File: src/rtl/ps2_pkg.sv
// Shared types and constants for the PS/2 keycode receiver.
package ps2_pkg;

  typedef enum logic [1:0] {
    IDLE   = 2'd0,
    DATA   = 2'd1,
    PARITY = 2'd2,
    STOP   = 2'd3
  } ps2_state_t;

  localparam logic [7:0]  PS2_BREAK           = 8'hF0;
  localparam logic [7:0]  PS2_EXT             = 8'hE0;
  localparam int unsigned PS2_FRAME_DATA_BITS = 8;

  // True for the two prefix bytes that modify the next scan code.
  function automatic logic ps2_is_prefix(input logic [7:0] b);
    return (b == PS2_BREAK) || (b == PS2_EXT);
  endfunction

endpackage

File: src/rtl/ps2_sync_filter.sv
// 2-FF synchronizer followed by a saturating glitch filter; also
// reports a single-cycle falling edge of the filtered level.
module ps2_sync_filter
  import ps2_pkg::*;
#(
  parameter int unsigned FILTER_LEN = 4,
  parameter logic        RESET_VAL  = 1'b1
) (
  input  logic clk,
  input  logic rst_n,
  input  logic din,
  output logic dout,
  output logic fall
);

  logic       s1, s2;
  logic [3:0] cnt;
  logic       prev;

  // Two-stage synchronizer for the asynchronous pin.
  always_ff @(posedge clk or negedge rst_n) begin
    if (!rst_n) begin
      s1 <= RESET_VAL;
      s2 <= RESET_VAL;
    end else begin
      s1 <= din;
      s2 <= s1;
    end
  end

  // Filtered level flips only after FILTER_LEN consecutive differing samples.
  always_ff @(posedge clk or negedge rst_n) begin
    if (!rst_n) begin
      dout <= RESET_VAL;
      cnt  <= '0;
    end else if (s2 == dout) begin
      cnt <= '0;
    end else if (cnt == 4'(FILTER_LEN - 1)) begin
      dout <= s2;
      cnt  <= '0;
    end else begin
      cnt <= cnt + 4'd1;
    end
  end

  // Delayed filtered level for edge detection.
  always_ff @(posedge clk or negedge rst_n) begin
    if (!rst_n) prev <= RESET_VAL;
    else        prev <= dout;
  end

  assign fall = prev & ~dout;

endmodule

File: src/rtl/ps2_keycode_rx.sv
// PS/2 keyboard receiver: deframes 11-bit frames, resolves F0/E0
// prefixes and emits one event per key action.
// Optional build macro: PS2_KEYCODE_RX_PARITY_EN enables odd-parity checking.
// The break flag output is named key_release because "release" is a
// reserved word in the language.
module ps2_keycode_rx
  import ps2_pkg::*;
#(
  parameter int unsigned FILTER_LEN     = 4,
  parameter int unsigned TIMEOUT_CYCLES = 50000
) (
  input  logic       clk,
  input  logic       rst_n,
  input  logic       ps2_clk,
  input  logic       ps2_data,
  output logic [7:0] keycode,
  output logic       key_release,
  output logic       extended,
  output logic       key_valid,
  output logic       frame_err
);

  localparam int unsigned TW = $clog2(TIMEOUT_CYCLES + 1);

  ps2_state_t  state, state_nx;
  logic        clk_f, fall;
  logic        data_f, data_fall_unused;
  logic [7:0]  shreg;
  logic [3:0]  bitcnt;
  logic [TW-1:0] tcnt;
  logic        timeout;
  logic        break_pend, ext_pend;
  logic        accept, err;
  logic        parity_bad;

  ps2_sync_filter #(
    .FILTER_LEN (FILTER_LEN),
    .RESET_VAL  (1'b1)
  ) u_clk_filt (
    .clk   (clk),
    .rst_n (rst_n),
    .din   (ps2_clk),
    .dout  (clk_f),
    .fall  (fall)
  );

  ps2_sync_filter #(
    .FILTER_LEN (FILTER_LEN),
    .RESET_VAL  (1'b1)
  ) u_data_filt (
    .clk   (clk),
    .rst_n (rst_n),
    .din   (ps2_data),
    .dout  (data_f),
    .fall  (data_fall_unused)
  );

`ifdef PS2_KEYCODE_RX_PARITY_EN
  logic par;

  // Parity bit captured for the odd-parity check at the stop bit.
  always_ff @(posedge clk or negedge rst_n) begin
    if (!rst_n)                         par <= 1'b0;
    else if (state == PARITY && fall)   par <= data_f;
  end

  assign parity_bad = ~(^{par, shreg});
`else
  assign parity_bad = 1'b0;
`endif

  assign timeout = (tcnt == TW'(TIMEOUT_CYCLES));

  // Frame state register.
  always_ff @(posedge clk or negedge rst_n) begin
    if (!rst_n) state <= IDLE;
    else        state <= state_nx;
  end

  // Next-state logic plus byte-accepted / error strobes.
  always_comb begin
    state_nx = state;
    accept   = 1'b0;
    err      = 1'b0;
    case (state)
      IDLE: begin
        if (fall && !data_f) state_nx = DATA;
      end
      DATA: begin
        if (fall && bitcnt == 4'(PS2_FRAME_DATA_BITS - 1)) state_nx = PARITY;
      end
      PARITY: begin
        if (fall) state_nx = STOP;
      end
      STOP: begin
        if (fall) begin
          state_nx = IDLE;
          if (!data_f || parity_bad) err    = 1'b1;
          else                       accept = 1'b1;
        end
      end
      default: state_nx = IDLE;
    endcase
    // An edge that arrives together with the timeout still counts.
    if (state != IDLE && !fall && timeout) begin
      state_nx = IDLE;
      err      = 1'b1;
    end
  end

  // Inactivity counter: cleared by every edge, held at zero while idle.
  always_ff @(posedge clk or negedge rst_n) begin
    if (!rst_n)                     tcnt <= '0;
    else if (state == IDLE || fall) tcnt <= '0;
    else if (!timeout)              tcnt <= tcnt + TW'(1);
  end

  // Shift register and bit counter, LSB first.
  always_ff @(posedge clk or negedge rst_n) begin
    if (!rst_n) begin
      shreg  <= '0;
      bitcnt <= '0;
    end else if (fall) begin
      if (state == IDLE && !data_f) begin
        shreg  <= '0;
        bitcnt <= '0;
      end else if (state == DATA) begin
        shreg  <= {data_f, shreg[7:1]};
        bitcnt <= bitcnt + 4'd1;
      end
    end
  end

  // Prefix resolution and registered event outputs.
  always_ff @(posedge clk or negedge rst_n) begin
    if (!rst_n) begin
      keycode     <= '0;
      key_release <= 1'b0;
      extended    <= 1'b0;
      key_valid   <= 1'b0;
      frame_err   <= 1'b0;
      break_pend  <= 1'b0;
      ext_pend    <= 1'b0;
    end else begin
      key_valid <= 1'b0;
      frame_err <= 1'b0;
      if (err) begin
        frame_err  <= 1'b1;
        break_pend <= 1'b0;
        ext_pend   <= 1'b0;
      end else if (accept) begin
        if (shreg == PS2_BREAK) begin
          break_pend <= 1'b1;
        end else if (shreg == PS2_EXT) begin
          ext_pend <= 1'b1;
        end else begin
          key_valid   <= 1'b1;
          keycode     <= shreg;
          key_release <= break_pend;
          extended    <= ext_pend;
          break_pend  <= 1'b0;
          ext_pend    <= 1'b0;
        end
      end
    end
  end

endmodule

File: config.mk
export PLATFORM = sky130hd
export DESIGN_NAME = ps2_keycode_rx
export DESIGN_NICKNAME = d
export VERILOG_FILES = /design/src/rtl/ps2_pkg.sv /design/src/rtl/ps2_sync_filter.sv /design/src/rtl/ps2_keycode_rx.sv
export SDC_FILE = /design/constraint.sdc
export NUM_CORES = 1
export LEC_CHECK = 0
export BUFFER_PORTS_ARGS = -buffer_cell sky130_fd_sc_hd__buf_2
export CORE_ASPECT_RATIO = 1.4
export CORE_MARGIN = 8
export CORE_UTILIZATION = 45
export CTS_CLUSTER_SIZE = 28
export DETAILED_ROUTE_END_ITERATION = 7
export PLACE_DENSITY_LB_ADDON = 0.3
export SETUP_SLACK_MARGIN = 0.1
export SYNTH_ARGS = -nofsm -noshare
export SYNTH_HDL_FRONTEND = slang
export SYNTH_SLANG_ARGS = --single-unit
File: constraint.sdc
create_clock -name clk -period 3.3 [get_ports clk]
set_input_delay 0.165 -clock clk [delete_from_list [all_inputs] [get_ports clk]]
set_output_delay 0.165 -clock clk [all_outputs]
set_load 0.05 [all_outputs]
=== Yosys cells after proc, flatten, opt, wreduce, memory -nomap -nowiden ===
Index checks and enable logic that the tools add are counted.

* Bits in registers: 59
* Bits in latches: 0
* Bits in writable memories: 0
* Memory bits (read-only): 0
* Input port bits: 4
* Output and inout bits: 12
* Word-level logic and storage cells: 104
* Memories kept: 0

* $add $sub $neg: 4
* Multipliers: 0
* Divide/modulo/power cells: 0
* Magnitude comparators: 0
* Eq/ne operators: 18
* Shifts and indexed selects: 0
* Multiplexer cells: 36
* Bitwise logic cells: 7
* Reductions and logical operators: 19

{| class="wikitable"
|+ Operators by type and width
! kind !! number
|-
| $mux W16 || 2
|-
| $mux W4 || 6
|-
| $mux W1 || 20
|-
| $add A16 B1 Y16 const B || 1
|-
| $eq A16 B16 Y1 const B || 1
|-
| $eq A8 B8 Y1 const B || 2
|-
| $mux W8 || 2
|-
| $ne A3 B3 Y1 const B || 5
|-
| $add A4 B1 Y4 const B || 3
|-
| $mux W2 || 5
|-
| $reduce_and A2 Y1 || 5
|-
| $eq A4 B2 Y1 const B || 2
|-
| $pmux W2 S4 || 1
|-
| $reduce_and A4 Y1 || 2
|-
| $not A1 Y1 || 6
|-
| $reduce_bool A2 Y1 || 3
|-
| $logic_and A1 B1 Y1 || 5
|-
| $eq A2 B2 Y1 const B || 2
|-
| $eq A4 B3 Y1 const B || 1
|-
| $eq A1 B1 Y1 || 2
|-
| $eq A2 B1 Y1 const B || 1
|-
| $logic_not A1 Y1 || 2
|-
| $logic_not A2 Y1 || 1
|-
| $ne A2 B1 Y1 const B || 1
|-
| other kinds (3) || 3
|}

=== Depth between registers and ports, before layout ===
Gate-level depths: netlist of run 1.

* Depth after elaboration: 8
* Gate-level depth with buffers: 7

=== By module ===
Synthesis of run 1 repeated with hierarchy kept, for this count alone.

* Cells, all modules: 237
* Area total of the unflattened synthesis: 2726.4 sq um

{| class="wikitable"
|+ By module, submodules not included
! module !! instances !! cells each !! area an instance (sq um) !! sequential area each (sq um)
|-
| ps2_keycode_rx || 1 || 193 || 2077.0 || 1101.1
|-
| ps2_sync_filter (u_data_filt) || 1 || 22 || 325.3 || 205.2
|-
| ps2_sync_filter (u_clk_filt) || 1 || 22 || 324.1 || 205.2
|}

=== Worst setup path after synthesis of run 1 ===
No wires, ideal clock.

* Kind: register to register
* Start point: reg state[0]
* End point: reg shreg[6]
* Library setup time: 0.136 ns
* Data arrival time: 1.528 ns
* Path slack: 1.636 ns
* Stages on the path, launching flop included: 7
* Path buffers: 1
* Clock period less this slack: 1.664 ns
* Path through: dfrtp_1 > inv_1 > ha_1 > nor2b_1 > o21ai_1 > clkbuf_1 > o21ai_0

* Longest elaborated chain between the ends: 4
* Elaborated cells between the ends (all ways): 6
* Those cells by class: 1 x eq/ne; 1 x mux; 4 x reduce/logical

{| class="wikitable"
|+ Ends and longest elaborated chain
! element !! line !! RTL
|-
| from (decl) || ps2_keycode_rx.sv:25 || <nowiki>ps2_state_t state, state_nx;</nowiki>
|-
| from (signal assigned) || ps2_keycode_rx.sv:77 || <nowiki>else state <= state_nx;</nowiki>
|-
| $logic_not A2 Y1 || ps2_keycode_rx.sv:124 || <nowiki>if (state == IDLE && !data_f) begin</nowiki>
|-
| $logic_and A1 B1 Y1 || ps2_keycode_rx.sv:124 ||
|-
| $reduce_bool A2 Y1 (no source line) || n/a ||
|-
| $reduce_and A2 Y1 (no source line) || n/a ||
|-
| to (signal assigned) || ps2_keycode_rx.sv:128 || <nowiki>shreg <= {data_f, shreg[7:1]};</nowiki>
|-
| to (decl) || ps2_keycode_rx.sv:28 || <nowiki>logic [7:0] shreg;</nowiki>
|}

Several ways; a longest one is shown, not always the timed one.
A chain may end at the register's enable or synchronous reset.

=== Final worst setup path of run 1 ===
* Start point: reg state[1]
* End point: reg keycode[4]

* Longest elaborated chain between the ends: 6
* Elaborated cells between the ends (all ways): 9
* Those cells by class: 1 x eq/ne; 3 x mux; 1 x bitwise; 4 x reduce/logical

{| class="wikitable"
|+ Ends and longest elaborated chain
! element !! line !! RTL
|-
| $reduce_bool A2 Y1 || ps2_keycode_rx.sv:105 || <nowiki>if (state != IDLE && !fall && timeout) begin</nowiki>
|-
| $logic_and A1 B1 Y1 (2 in series) || ps2_keycode_rx.sv:105 ||
|-
| $mux W1 || ps2_keycode_rx.sv:105 ||
|-
| $not A1 Y1 (no source line) || n/a ||
|-
| $reduce_and A4 Y1 (no source line) * || n/a ||
|-
| to (signal assigned) || ps2_keycode_rx.sv:158 || <nowiki>keycode <= shreg;</nowiki>
|-
| to (decl) || ps2_keycode_rx.sv:16 || <nowiki>output logic [7:0] keycode,</nowiki>
|}

Every way passes the cells marked *; elsewhere a longest branch is shown, timed or not.

==> results of run 1 <==
==> synthesized netlist by cell type, drive strengths merged <==
| library cell | number |
|---|---|
| o21ai | 16 |
| o31a | 1 |
| nor3 | 3 |
| and4 | 2 |
| a41oi | 2 |
| xor2 | 11 |
| nand3b | 2 |
| nand2 | 23 |
| or2 | 1 |
| xnor2 | 3 |
| nor2 | 20 |
| mux2i | 1 |
| nor2b | 4 |
| nor4b | 2 |
| nand4b | 1 |
| o31ai | 3 |
| or3 | 2 |
| and4b | 1 |
| o221ai | 1 |
| nor3b | 2 |
| clkbuf | 4 |
| a21oi | 10 |
| inv | 6 |
| nor4 | 1 |
| and2 | 1 |
| o22ai | 1 |
| dfstp | 7 |
| or4 | 2 |
| mux2 | 13 |
| nand2b | 5 |
| and3b | 1 |
| nand3 | 10 |
| buf | 4 |
| nand4 | 7 |
| ha | 9 |
| dfrtp | 52 |
| a21o | 1 |
| a2111oi | 2 |
| or3b | 1 |
| and3 | 1 |
==> per-stage QoR <==
step	hold slack [ps]	util	worst slack (ps)
4_1_cts	359.8	0.5192	1180
6_report	357.3	0.5192	1216
5_1_grt	362.3	0.5192	982.9
3_5_place_dp	271.9	0.4842	1193
2_1_floorplan	-130.6	-	1636
3_3_place_gp	271.3	0.4842	1234
==> power breakdown <==
part           total, W  switching [W]  internal, W
logic          0.000696       0.000444     0.000251
clock network  0.000571       0.000261     0.000310
registers       0.00102       0.000135     0.000886
total           0.00229       0.000840      0.00145
==> layer usage <==
metal	vias up	GRT usage	routed length [µm]
li1	886	-	-
met1	872	0.1426	2156
met2	21	0.1949	2355
met3	5	0.03177	143
met4	0	0.06538	55
met5	-	0	0
==> critical path: stages (launching register included) <==
cell      delay [ps]
dfrtp_1          390
ha_1             320
nand4b_1         180
a41oi_2          660
mux2_2           410
==> worst max-delay path by stage <==
stage | depth (start not counted) | slack [ps] | end | from
floorplan | 6 | 1640 | shreg[6] | state[0]
global placement | 4 | 1230 | keycode[0] | state[1]
detailed placement | 4 | 1190 | key_release | state[1]
CTS | 4 | 1180 | keycode[4] | state[1]
global route | 5 | 980 | bitcnt[1] | state[1]
finish | 4 | 1220 | keycode[4] | state[1]
==> placed cells by master, fill, tap and decap left out, drive strengths merged, types with 5 or more instances in the layout <==
| cell | instances |
|---|---|
| nand2b | 5 |
| dfstp | 7 |
| inv | 6 |
| ha | 9 |
| nand3 | 10 |
| mux2 | 13 |
| nor2 | 20 |
| nand4 | 7 |
| clkbuf | 13 |
| xor2 | 11 |
| a21oi | 10 |
| dfrtp | 52 |
| nand2 | 23 |
| o21ai | 16 |
| buf | 17 |
==> sequential cells by signal, indices dropped and copies added, names as in the netlist, 2 cells and up <==
name and count:
tcnt 16, state 2, shreg 8, keycode 8
u_data_filt.cnt 4, bitcnt 4, u_clk_filt.cnt 4
==> kinds of logic (layout without fill, tap and decap cells) <==
family | Yosys count | after routing | share of synthesized area
AO/OA/AOI/OAI | 37 | 37 | 0.08726
XOR/XNOR | 14 | 14 | 0.04573
adder cells (fa/ha/maj) | 9 | 9 | 0.04200
buffers and inverters | 14 | 42 | 0.02333
flip-flops | 59 | 59 | 0.5539
multiplexers | 14 | 14 | 0.05833
AND/OR/NAND/NOR | 92 | 92 | 0.1895
==> cell type report <==
type | count | area, µm²
well taps | 70 | 87.58
clock buffers | 13 | 158.9
repair buffers | 20 | 120.1
fillers | 515 | 2799
clock inverters | 3 | 15.01
flip-flops and latches | 59 | 1485
inverters | 6 | 22.52
multi-input cells | 166 | 1134
==> repair_timing <==
action / in CTS / in global routing
hold buffers: 3 / 0
resized for setup: 0 / 0
endpoints found under the hold margin: 34 / 0
==> results.json, run 1 <==
{
  "drtIter0Drc": 69,
  "setup_tns_ps": 0,
  "leakagePower_nw": 1.391,
  "worstRegToRegCells": 4,
  "numPortBuffers": 15,
  "seq_area_frac_synth": 0.5539,
  "period_share": 0.6316,
  "worst-setup-path-type": "flip-flop to flip-flop",
  "rsz0062_at_grt": "false",
  "core-area_um2": 5822,
  "numCtsBuffers": 9,
  "clock_latency_ps": 330,
  "n_antenna_cell": 0,
  "synthDistinctLibCells": 48,
  "synth.area.top_cells": "dfrtp_1 49%, dfstp_2 6.9%, mux2_2 5.5%",
  "postCtsSetupBuffers": 0,
  "cts_sinks": 59,
  "initial_core_util": 0.4606,
  "finalClockSkew_ps": 9.744,
  "syn_area_per_cell_um2": 11.22,
  "cts_tree": "built",
  "maxSlewHeadroom": 0.3785,
  "syn_inst": 239,
  "row_count": 33,
  "status": "complete, no violations",
  "min_path_type": "flip-flop to flip-flop",
  "pwr_density_cell_nw_per_um2": 756.9,
  "fin_crit_ps": 2084,
  "place_area_um2": 2819,
  "vias_per_cell": 5.294,
  "wirelength_um": 4711,
  "grt.overflow.total": 0,
  "worstSetupStartpointType": "flip-flop",
  "worstHoldEndpoint": "u_data_filt.s2",
  "io_pins": 16,
  "finalSetupViolCount": 0,
  "hold_viol": 0,
  "die_h_um": 107.3,
  "grt_antenna_before_repair": 0,
  "final_cell_area_um2": 3023,
  "clkTransAtPathRegs_ps": 60,
  "max_cap_violations": 0,
  "dieArea_um2": 8720,
  "worstHoldPathCells": 0,
  "grt_pass1_vias": 1847,
  "tightest_slew_ps": 926.1,
  "hpwl_um": 3224,
  "timing.fmax_mhz": 479.8,
  "rr_startpoint": "state[1]",
  "synth_top_area_share": 0.4853,
  "slew_viol_final": 0,
  "cp-end-kind": "flip-flop",
  "drt-wirelength-per-cell_um": 13.98,
  "syn-cell-area_um2": 2681,
  "r2r_end": "keycode[4]",
  "total_power_w": 0.002288,
  "htreeDepth": 3,
  "crit_path_max_fanout": 13,
  "min_from": "u_data_filt.s1",
  "reg2reg_slack_ps": 1220,
  "instances_no_fill": 337,
  "grt_max_degree": 37,
  "synth-warning-count": 0,
  "drt-pass1-iter-count": 4,
  "critPathArrivalTime_ps": 2290,
  "area_delta_synth_final_pct": 12.74,
  "gp_congestion": 0.7653,
  "cts-root-buf": "clkbuf_8",
  "ys_ff_latch": 59,
  "ant_nets": 0,
  "die_width_um": 81.24,
  "layout.nets": 275,
  "dp_cells": 318,
  "grt_pass1_wl_um": 8280,
  "drc": 0,
  "cp.required_ps": 3510,
  "drive_gt1_frac": 0.2247,
  "postSynthNetCount": 252,
  "grt.total_usage": 0.1211,
  "synth_top_cell_by_area": "dfrtp_1",
  "num_vias": 1784,
  "clock_path_buffers": 2,
  "vdd.ir_drop.worst_uv": 544.5
}
No activity file was read; power rests on OpenSTA's default activity.
==> inputs of run 2 (changes only) <==
==> constraint.sdc (replaced) <==
create_clock -name clk -period 1.7 [get_ports clk]
set_input_delay 0.085 -clock clk [delete_from_list [all_inputs] [get_ports clk]]
set_output_delay 0.085 -clock clk [all_outputs]
set_load 0.05 [all_outputs]
==> results.json, run 2 (synthesis results as in run 1) <==
{
  "grt.total_usage": 0.1418,
  "layout.nets": 308,
  "reg2reg_slack_ps": 10,
  "maxSlewHeadroom": 0.6310,
  "num_vias": 1948,
  "timing.fmax_mhz": 591.7,
  "final_cell_mix": "49 x dfrtp_1, 27 x buf_4, 23 x nand2_1, 16 x nor2_1, 15 x buf_2",
  "area_delta_synth_final_pct": 33.69,
  "drt-pass1-iter-count": 4,
  "numCtsBuffers": 9,
  "drtIter0Drc": 60,
  "finalClockSkew_ps": 6.026,
  "period_share": 0.9941,
  "drt-wirelength-per-cell_um": 15.47,
  "max_cap_violations": 0,
  "vias_per_cell": 5.265,
  "ant_nets": 0,
  "grt_pass1_vias": 2075,
  "rr_startpoint": "state[1]",
  "slew_viol_final": 0,
  "initial_core_util": 0.4606,
  "top_regs": "tcnt x16, keycode x8, shreg x8",
  "r2r_end": "keycode[0]",
  "drive_gt1_frac": 0.3933,
  "fin_crit_ps": 1690,
  "layout_setup_ws_ps": 9.949,
  "numPortBuffers": 15,
  "htreeDepth": 3,
  "worstRegToRegCells": 6,
  "largest_register": "tcnt",
  "gp_congestion": 0.8638,
  "cp-end-kind": "flip-flop",
  "grt_max_degree": 37,
  "die_width_um": 81.24,
  "hold_viol": 0,
  "finalSetupViolCount": 0,
  "seqPwrFrac": 0.363,
  "grt_pass1_wl_um": 9515,
  "drc": 0,
  "grt.overflow.total": 0,
  "clkTransAtPathRegs_ps": 60,
  "leakagePower_nw": 1.630,
  "largest_reg_flops": 16,
  "cts_tree": "built",
  "core-area_um2": 5822,
  "cts-root-buf": "clkbuf_8",
  "holdWs_ps": 276.7,
  "clkPwrFrac": 0.247,
  "multiInputGateArea_um2": 1343,
  "fill_cells": 461,
  "vdd.ir_drop.worst_uv": 859.6,
  "worst-setup-path-type": "flip-flop to flip-flop",
  "comb_power_share": 0.390,
  "worstSetupStartpointType": "flip-flop",
  "critPathArrivalTime_ps": 1910,
  "io_pins": 16,
  "wirelength_um": 5724,
  "crit_path_max_fanout": 5,
  "clock_path_buffers": 2,
  "total_power_w": 0.005477,
  "ff_latch_area_um2": 1489,
  "hpwl_um": 3631,
  "switching_power_w": 0.001953,
  "preCtsSetupSlack_ps": 5.376,
  "clock_latency_ps": 330,
  "power.internal_w": 0.003524,
  "grt_antenna_before_repair": 0,
  "sw_frac_of_total": 0.3566,
  "status": "complete, no violations",
  "min_path_type": "input pin to async pin",
  "die_h_um": 107.3,
  "final_common_cell": "dfrtp_1",
  "tightest_slew_ps": 553.5,
  "pwr_density_cell_nw_per_um2": 1528,
  "dieArea_um2": 8720,
  "n_antenna_cell": 0,
  "rsz0062_at_grt": "true",
  "cts_sinks": 59,
  "cp.required_ps": 1920,
  "row_count": 33
}
## run 2: cell type report
cell class | count | area share
inverter | 6 | 0.007679
tap | 70 | 0.02443
clock buffer | 11 | 0.03665
clock inverter | 5 | 0.02164
multi-input combinational | 166 | 0.3745
sequential | 59 | 0.4154
timing repair buffer | 53 | 0.1197
## run 2: stage by stage
| stage | cells | setup TNS (ps) | instance area [µm²] | util |
|---|---|---|---|---|
| floorplan | 239 | 0 | 2691 | - |
| finish | 370 | 0 | 3585 | 0.6157 |
| global placement | 339 | 0 | 3004 | 0.5160 |
| detailed placement | 339 | 0 | 3004 | 0.5160 |
| global route | 370 | -216.3 | 3585 | 0.6157 |
| CTS | 366 | 0 | 3405 | 0.5848 |
## run 2: how the worst max path moves through the flow
stage	start	cells past startpoint	end
CTS	state[0]	6	keycode[0]
finish	state[1]	6	keycode[0]
global placement	shreg[3]	4	break_pend
detailed placement	state[0]	6	shreg[6]
global route	state[1]	6	key_release
floorplan	state[0]	5	extended
## run 2: timing repair
action,CTS,global route
gates cloned,1,0
buffers inserted,7,6
hold buffers,3,0
gates resized for setup,17,40
endpoints found under the hold margin,18,0
pin swaps,5,14
endpoints found under the setup margin,21,28
## run 2: layer usage
metal	global-route usage	vias up	wire length (µm)
met5	0	-	0
met4	0.08718	0	88
met3	0.02592	8	140
met2	0.2358	18	2964
met1	0.1629	970	2530
li1	-	952	-
## run 2: critical path: stages, from the launching register on
cell      delay [ps]
dfrtp_2          430
ha_4             160
nand4b_1         160
a41oi_2          250
buf_4            170
buf_12           110
mux2_4           300
## run 2: power groups by stage
stage | Combinational (W) | Clock [W] | Sequential, W
after floorplan | 0.000954 | 0 | 0.00210
after global placement | 0.00162 | 0 | 0.00197
after detailed placement | 0.00163 | 0 | 0.00197
after CTS | 0.00181 | 0.00138 | 0.00195
after global routing | 0.00236 | 0.00145 | 0.00203
final | 0.00213 | 0.00135 | 0.00199
